$ cat config.mk
export PLATFORM = sky130hd
export DESIGN_NAME = multicycle_sequencer_flat
export DESIGN_NICKNAME = d
export VERILOG_FILES = /design/src/rtl/multicycle_sequencer_if.sv /design/src/rtl/multicycle_sequencer.sv /design/src/flat_wrapper.sv
export SDC_FILE = /design/constraint.sdc
export NUM_CORES = 1
export LEC_CHECK = 0
export ABC_AREA = 1
export CORE_AREA = 2 2 39 41
export CTS_CLUSTER_SIZE = 14
export DETAILED_ROUTE_END_ITERATION = 8
export DIE_AREA = 0 0 41 43
export DONT_BUFFER_PORTS = 1
export HOLD_SLACK_MARGIN = 0.03
export PLACE_DENSITY_LB_ADDON = 0.12
export SLEW_MARGIN = 30
export SYNTH_ARGS = -nofsm -noshare
export SYNTH_HDL_FRONTEND = slang
export SYNTH_SLANG_ARGS = --single-unit
$ cat constraint.sdc
create_clock -name clk -period 3.06 [get_ports clk]
set_input_delay 0.459 -clock clk [delete_from_list [all_inputs] [get_ports clk]]
set_output_delay 0.459 -clock clk [all_outputs]
set_load 0.02 [all_outputs]
$ cat src/rtl/multicycle_sequencer_if.sv
// rtl/multicycle_sequencer_if.sv - control/handshake bundle between multicycle_sequencer and its datapath
interface multicycle_sequencer_if #(
  parameter int CNT_WIDTH = 32
);
  logic                 stall_in;
  logic [6:0]           opcode_in;
  logic                 zero_in;
  logic                 imem_ack_in;
  logic                 dmem_ack_in;
  logic                 imem_req_out;
  logic                 ir_write_out;
  logic                 dmem_req_out;
  logic                 dmem_we_out;
  logic                 reg_write_out;
  logic                 pc_write_out;
  logic                 pc_src_out;
  logic                 illegal_out;
  logic                 mem_err_out;
  logic [2:0]           state_out;
  logic [CNT_WIDTH-1:0] retired_cnt_out;

  modport master (
    input  stall_in, opcode_in, zero_in, imem_ack_in, dmem_ack_in,
    output imem_req_out, ir_write_out, dmem_req_out, dmem_we_out, reg_write_out,
           pc_write_out, pc_src_out, illegal_out, mem_err_out, state_out, retired_cnt_out
  );

  modport slave (
    output stall_in, opcode_in, zero_in, imem_ack_in, dmem_ack_in,
    input  imem_req_out, ir_write_out, dmem_req_out, dmem_we_out, reg_write_out,
           pc_write_out, pc_src_out, illegal_out, mem_err_out, state_out, retired_cnt_out
  );
endinterface

$ cat src/rtl/multicycle_sequencer.sv
// rtl/multicycle_sequencer.sv - FETCH/DECODE/EXECUTE/MEM/WRITEBACK control FSM
// Optional retired-instruction counter enabled by SEQ_PERF_CNT_EN.
module multicycle_sequencer #(
  parameter int MEM_TIMEOUT = 16,
  parameter int CNT_WIDTH   = 32
) (
  input logic                    clk,
  input logic                    reset,
  multicycle_sequencer_if.master bus
);
  localparam logic [6:0] OP_LD  = 7'b0000011;
  localparam logic [6:0] OP_SD  = 7'b0100011;
  localparam logic [6:0] OP_R   = 7'b0110011;
  localparam logic [6:0] OP_BEQ = 7'b1100011;
  localparam int         WW     = (MEM_TIMEOUT > 1) ? $clog2(MEM_TIMEOUT) : 1;

  typedef enum logic [2:0] {
    FETCH     = 3'd0,
    DECODE    = 3'd1,
    EXECUTE   = 3'd2,
    MEM       = 3'd3,
    WRITEBACK = 3'd4
  } state_t;

  state_t        state_q, state_d;
  logic          pending_q, pending_d;
  logic [WW-1:0] wait_q, wait_d;
  logic          timeout;

  logic imem_req, ir_write, dmem_req, dmem_we, reg_write, pc_write, pc_src, illegal, mem_err;

  always_ff @(posedge clk) begin
    if (reset) begin
      state_q   <= FETCH;
      pending_q <= 1'b0;
      wait_q    <= '0;
    end else begin
      state_q   <= state_d;
      pending_q <= pending_d;
      wait_q    <= wait_d;
    end
  end

  assign timeout = (MEM_TIMEOUT != 0) && (wait_q == WW'(MEM_TIMEOUT - 1));

  always_comb begin
    state_d   = state_q;
    pending_d = 1'b0;
    wait_d    = '0;
    imem_req  = 1'b0;
    ir_write  = 1'b0;
    dmem_req  = 1'b0;
    dmem_we   = 1'b0;
    reg_write = 1'b0;
    pc_write  = 1'b0;
    pc_src    = 1'b0;
    illegal   = 1'b0;
    mem_err   = 1'b0;
    case (state_q)
      FETCH: begin
        // once a request is out it must stay up until acked, whatever stall does
        imem_req = !bus.stall_in || pending_q;
        if (bus.imem_ack_in) begin
          ir_write = 1'b1;
          state_d  = DECODE;
        end else begin
          pending_d = imem_req;
        end
      end
      DECODE: begin
        if (bus.opcode_in inside {OP_LD, OP_SD, OP_R, OP_BEQ}) begin
          state_d = EXECUTE;
        end else begin
          illegal  = 1'b1;
          pc_write = 1'b1;
          state_d  = FETCH;
        end
      end
      EXECUTE: begin
        case (bus.opcode_in)
          OP_R:         state_d = WRITEBACK;
          OP_LD, OP_SD: state_d = MEM;
          OP_BEQ: begin
            pc_write = 1'b1;
            pc_src   = bus.zero_in;
            state_d  = FETCH;
          end
          default: begin
            illegal  = 1'b1;
            pc_write = 1'b1;
            state_d  = FETCH;
          end
        endcase
      end
      MEM: begin
        dmem_req = 1'b1;
        dmem_we  = (bus.opcode_in == OP_SD);
        if (bus.dmem_ack_in) begin
          if (dmem_we) begin
            pc_write = 1'b1;
            state_d  = FETCH;
          end else begin
            state_d = WRITEBACK;
          end
        end else if (timeout) begin
          mem_err  = 1'b1;
          pc_write = 1'b1;
          state_d  = FETCH;
        end else begin
          wait_d = wait_q + WW'(1);
        end
      end
      WRITEBACK: begin
        reg_write = 1'b1;
        pc_write  = 1'b1;
        state_d   = FETCH;
      end
      default: state_d = FETCH;
    endcase
    // outputs stay quiet for the whole reset cycle, whatever state we were in
    if (reset) begin
      imem_req  = 1'b0;
      ir_write  = 1'b0;
      dmem_req  = 1'b0;
      dmem_we   = 1'b0;
      reg_write = 1'b0;
      pc_write  = 1'b0;
      pc_src    = 1'b0;
      illegal   = 1'b0;
      mem_err   = 1'b0;
    end
  end

  assign bus.imem_req_out  = imem_req;
  assign bus.ir_write_out  = ir_write;
  assign bus.dmem_req_out  = dmem_req;
  assign bus.dmem_we_out   = dmem_we;
  assign bus.reg_write_out = reg_write;
  assign bus.pc_write_out  = pc_write;
  assign bus.pc_src_out    = pc_src;
  assign bus.illegal_out   = illegal;
  assign bus.mem_err_out   = mem_err;
  assign bus.state_out     = reset ? 3'd0 : state_q;

`ifdef SEQ_PERF_CNT_EN
  logic [CNT_WIDTH-1:0] retired_q;

  always_ff @(posedge clk) begin
    if (reset) begin
      retired_q <= '0;
    end else if (pc_write && !illegal && !mem_err) begin
      retired_q <= retired_q + CNT_WIDTH'(1);
    end
  end

  assign bus.retired_cnt_out = retired_q;
`else
  assign bus.retired_cnt_out = {CNT_WIDTH{1'b0}};
`endif
endmodule

$ cat src/flat_wrapper.sv
// flat-port wrapper written by rule: the top's interface ports become plain ports
module multicycle_sequencer_flat 
#(
  parameter int MEM_TIMEOUT = 16,
  parameter int CNT_WIDTH   = 32
)
  (clk, reset, bus_stall_in, bus_opcode_in, bus_zero_in, bus_imem_ack_in, bus_dmem_ack_in, bus_imem_req_out, bus_ir_write_out, bus_dmem_req_out, bus_dmem_we_out, bus_reg_write_out, bus_pc_write_out, bus_pc_src_out, bus_illegal_out, bus_mem_err_out, bus_state_out, bus_retired_cnt_out);
  multicycle_sequencer_if #(.CNT_WIDTH(CNT_WIDTH)) bus_i ();
  input logic clk;
  input logic reset;
  input wire logic [$bits(bus_i.stall_in)-1:0] bus_stall_in;
  input wire logic [$bits(bus_i.opcode_in)-1:0] bus_opcode_in;
  input wire logic [$bits(bus_i.zero_in)-1:0] bus_zero_in;
  input wire logic [$bits(bus_i.imem_ack_in)-1:0] bus_imem_ack_in;
  input wire logic [$bits(bus_i.dmem_ack_in)-1:0] bus_dmem_ack_in;
  output wire logic [$bits(bus_i.imem_req_out)-1:0] bus_imem_req_out;
  output wire logic [$bits(bus_i.ir_write_out)-1:0] bus_ir_write_out;
  output wire logic [$bits(bus_i.dmem_req_out)-1:0] bus_dmem_req_out;
  output wire logic [$bits(bus_i.dmem_we_out)-1:0] bus_dmem_we_out;
  output wire logic [$bits(bus_i.reg_write_out)-1:0] bus_reg_write_out;
  output wire logic [$bits(bus_i.pc_write_out)-1:0] bus_pc_write_out;
  output wire logic [$bits(bus_i.pc_src_out)-1:0] bus_pc_src_out;
  output wire logic [$bits(bus_i.illegal_out)-1:0] bus_illegal_out;
  output wire logic [$bits(bus_i.mem_err_out)-1:0] bus_mem_err_out;
  output wire logic [$bits(bus_i.state_out)-1:0] bus_state_out;
  output wire logic [$bits(bus_i.retired_cnt_out)-1:0] bus_retired_cnt_out;
  assign bus_i.stall_in = bus_stall_in;
  assign bus_i.opcode_in = bus_opcode_in;
  assign bus_i.zero_in = bus_zero_in;
  assign bus_i.imem_ack_in = bus_imem_ack_in;
  assign bus_i.dmem_ack_in = bus_dmem_ack_in;
  assign bus_imem_req_out = bus_i.imem_req_out;
  assign bus_ir_write_out = bus_i.ir_write_out;
  assign bus_dmem_req_out = bus_i.dmem_req_out;
  assign bus_dmem_we_out = bus_i.dmem_we_out;
  assign bus_reg_write_out = bus_i.reg_write_out;
  assign bus_pc_write_out = bus_i.pc_write_out;
  assign bus_pc_src_out = bus_i.pc_src_out;
  assign bus_illegal_out = bus_i.illegal_out;
  assign bus_mem_err_out = bus_i.mem_err_out;
  assign bus_state_out = bus_i.state_out;
  assign bus_retired_cnt_out = bus_i.retired_cnt_out;
  multicycle_sequencer #(.MEM_TIMEOUT(MEM_TIMEOUT), .CNT_WIDTH(CNT_WIDTH)) u_core (.clk(clk), .reset(reset), .bus(bus_i));
endmodule
==> results by group <==
Setup path
  – FF-to-FF End: u_core.state_q[0]$_SDFFE_PP0P_
  – Top delay family on crit path: simple AND/OR/NAND/NOR gates
  – Crit Path Class: reg -> out
  – WP buf/inv: 2
  – Crit start category: flip-flop
  – Crit path launch: u_core.state_q[2]$_SDFFE_PP0P_
  – FF-to-FF path depth: 7
  – Slowest CP cell: nor3_1
  – Setup crit end: bus_mem_err_out
  – Worst setup EP type: output pin
  – Crit path required time: 2.60 ns
  – Worst path max stage delay: 0.50 ns
  – Worst path arrival time: 1.59 ns
  – Crit-path max FO: 6
  – Worst R2R Setup Slack: 1.84 ns
  – Crit path depth: 5
  – R2R Path Start: u_core.state_q[2]$_SDFFE_PP0P_
  – Critical Path, Cell by Cell: inv_2 -> nand3_2 -> nor2_4 -> inv_1 -> nor3_1

Power
  – Sw Share: approximately 36%
  – Static leakage: 0.392 nW
  – Clock power share: 31.6%
  – Register share of total power: 43.2%
  – Pwr dens: 346 nW/um^2
  – Total Power: between 0.2 and 0.25 mW
  – Cell Int Power: about 0.16 mW
  – Max VDD drop: 208 uV
  – Power share of the combinational group: 25.2%
  – Switching power total: 0.0893 mW

Place
  – GPL Wtd Cong: 0.665
  – Post-DP HPWL: 1110 um
  – I/O Buffers: 0
  – DP Worst Slack: 1.22 ns

Layout
  – Layout Nets: about 150
  – Area grow syn2layout: -10.7%
  – FF+latch area: 160 sq um
  – Share of layout cells above drive strength 1: around 7.0%
  – Footprint of the multi-input gates: 454 sq um
  – N_diodes: 0
  – Filler cells: 163

Global route
  – Vias in the first global route: 445
  – Total Routing Usage GR: 14.1%
  – First-pass GRT wire length: around 1700 um
  – Largest net degree at the start of global routing: 9
  – Grt ovf: 0
  – Initial antenna violation count: 0

Detailed routing
  – Final ANT Viol Nets: 0
  – DR pass1 iterations: 4
  – Vias per cell: 4.30
  – First-iteration detailed-routing DRC count: 14
  – Total number of vias: 624
  – Total Wirelength: 1240 um
  – Residual DRC count: 0
  – Post-DR wirelength/cell: 8.53 um

Clock network
  – CTS sink cnt: 8
  – Post-CTS setup buffers: 0
  – Clock Latency Late Sink: 0.25 ns
  – Worst-path clk slew: 0.05 ns
  – Cts hold-fix bufs: 0
  – Post-CTS sizing: 0
  – Clock Tree Buf Depth: 2
  – Clock Tree Root: clkbuf_4
  – CTS tree: built
  – CTS H-tree lvls: 1
  – Num CTS Buffers: 3

STA
  – Slew Viols, Final: 0
  – Slew HR: a little under three fifths
  – Worst-margin pin slew: 0.632 ns
  – Setup ws final: about 1 ns
  – Tmin final: 2.05 ns
  – Fin crit share: 67.1%
  – Worst Skew: 0.000599 ns
  – Final Hold Vio Count: 0
  – Achievable Freq: 487 MHz
  – Setup TNS: 0 ns
  – Unrepaired setup endpoints after global routing: false
  – Setup violators final: 0

Logic synthesis
  – Syn avg cell area: 6.28 sq um
  – Top cells by count, synth: buf_4, nor2_1, nand2_1, inv_1, dfxtp_1
  – Seq cells post-synth: 8
  – Top cell type's share of synthesized area: 29.9%
  – Synth area leaders: buf_4, dfxtp_1, nor2_1
  – Top-count cell post-synth: buf_4
  – Yosys cell types: 20
  – Ys flop type: dfxtp_1
  – Cell taking the most area after synthesis: buf_4
  – Ys Warns: 0
  – Sequential cell area fraction in the yosys report: 19.9%
  – Cells after Synth: 128
  – Asr flop ratio synth: 0%
  – Number of enable flip-flop cells after synthesis: 0
  – Mapped Area: 803 sq um

Floorplan
  – Die height: 43 um
  – Cell Rows: 14
  – Starting Density: 58.0%
  – Die area: around 1800 sq um
  – Die Width: 41 um
  – Core Area: 1380 sq um
  – I/O pin cnt: 57

Job
  – MaxCap Viol Count: 0

Status
  – Status: finished, final reports clean

Worst hold path
  – Worst Hold Class: in -> reg
-- per-stage QoR --
stage / hold WS (ns) / area [sq um] / util (%) / instances
after global routing: 0.273 / 717 / 51.8 / 145
after CTS: 0.275 / 717 / 51.8 / 145
after global placement: 0.432 / 694 / 50.2 / 142
final: 0.284 / 717 / 51.8 / 145
after floorplan: 0.418 / 920 / - / 159
after detailed placement: 0.447 / 694 / 50.2 / 142
-- cell type report --
class | count | area share, %
Inverter | 16 | 8.38
Tap cell | 16 | 2.79
Sequential cell | 8 | 22.3
Multi-Input combinational cell | 102 | 63.4
Clock buffer | 3 | 3.14
-- layer usage --
metal / wire length [um] / track usage, % / share of wire, %
met5: 0 / 0 / 0
met4: 15 / 8.00 / 1.2
met3: 77 / 3.14 / 6.2
met2: 681 / 23.4 / 55
met1: 463 / 15.3 / 37
-- cells by family after synthesis --
family	Yosys count	synth area share [%]
AOI/OAI and AO/OA	8	5.76
xor gates and xnor gates	2	2.18
adders and majority gates	1	1.56
buffers and inverters	49	38.0
DFF	8	19.9
other	1	0.467
and+or+nand+nor	59	32.1
-- power groups by stage --
stage | logic, mW | registers [mW] | clock network (mW)
after floorplan | 0.0916 | 0.109 | 0
final | 0.0624 | 0.107 | 0.0784
after global routing | 0.0690 | 0.107 | 0.0869
after global placement | 0.0615 | 0.109 | 0
after detailed placement | 0.0620 | 0.109 | 0
after CTS | 0.0620 | 0.107 | 0.0828
-- worst min-delay path by stage --
stage / start / endpoint / slack (ns) / depth (start not counted)
2_1_floorplan: u_core.wait_q[0]$_SDFF_PP0_ / u_core.wait_q[0]$_SDFF_PP0_ / 0.42 / 1
3_3_place_gp: u_core.wait_q[0]$_SDFF_PP0_ / u_core.wait_q[0]$_SDFF_PP0_ / 0.43 / 1
3_5_place_dp: u_core.wait_q[0]$_SDFF_PP0_ / u_core.wait_q[0]$_SDFF_PP0_ / 0.45 / 1
4_1_cts: bus_imem_ack_in / u_core.pending_q$_SDFF_PP0_ / 0.28 / 1
5_1_grt: bus_imem_ack_in / u_core.pending_q$_SDFF_PP0_ / 0.27 / 1
6_report: bus_imem_ack_in / u_core.pending_q$_SDFF_PP0_ / 0.28 / 1
-- registers in the layout, summed over array words and instances (netlist names) --
name	cells
u_core.wait_q	4
u_core.state_q	3
u_core.pending_q	1
-- placed cells by master, fill, tap and decap left out --
master / netlist / final
nand2_1: 19 / 19
nor2_1: 25 / 25
dfxtp_1: 8 / 8
nand2_2: 1 / 1
ha_1: 1 / 1
inv_1: 15 / 15
xor2_1: 1 / 1
nor2_4: 1 / 1
clkbuf_4: 0 / 3
nand3_2: 2 / 2
xnor2_1: 1 / 1
a21oi_2: 1 / 1
inv_2: 1 / 1
nand3_1: 6 / 6
o21ai_0: 2 / 2
conb_1: 1 / 32
nor3_1: 5 / 5
a21oi_1: 4 / 4
o21a_1: 1 / 1
Power figures use the tool's default switching activity.
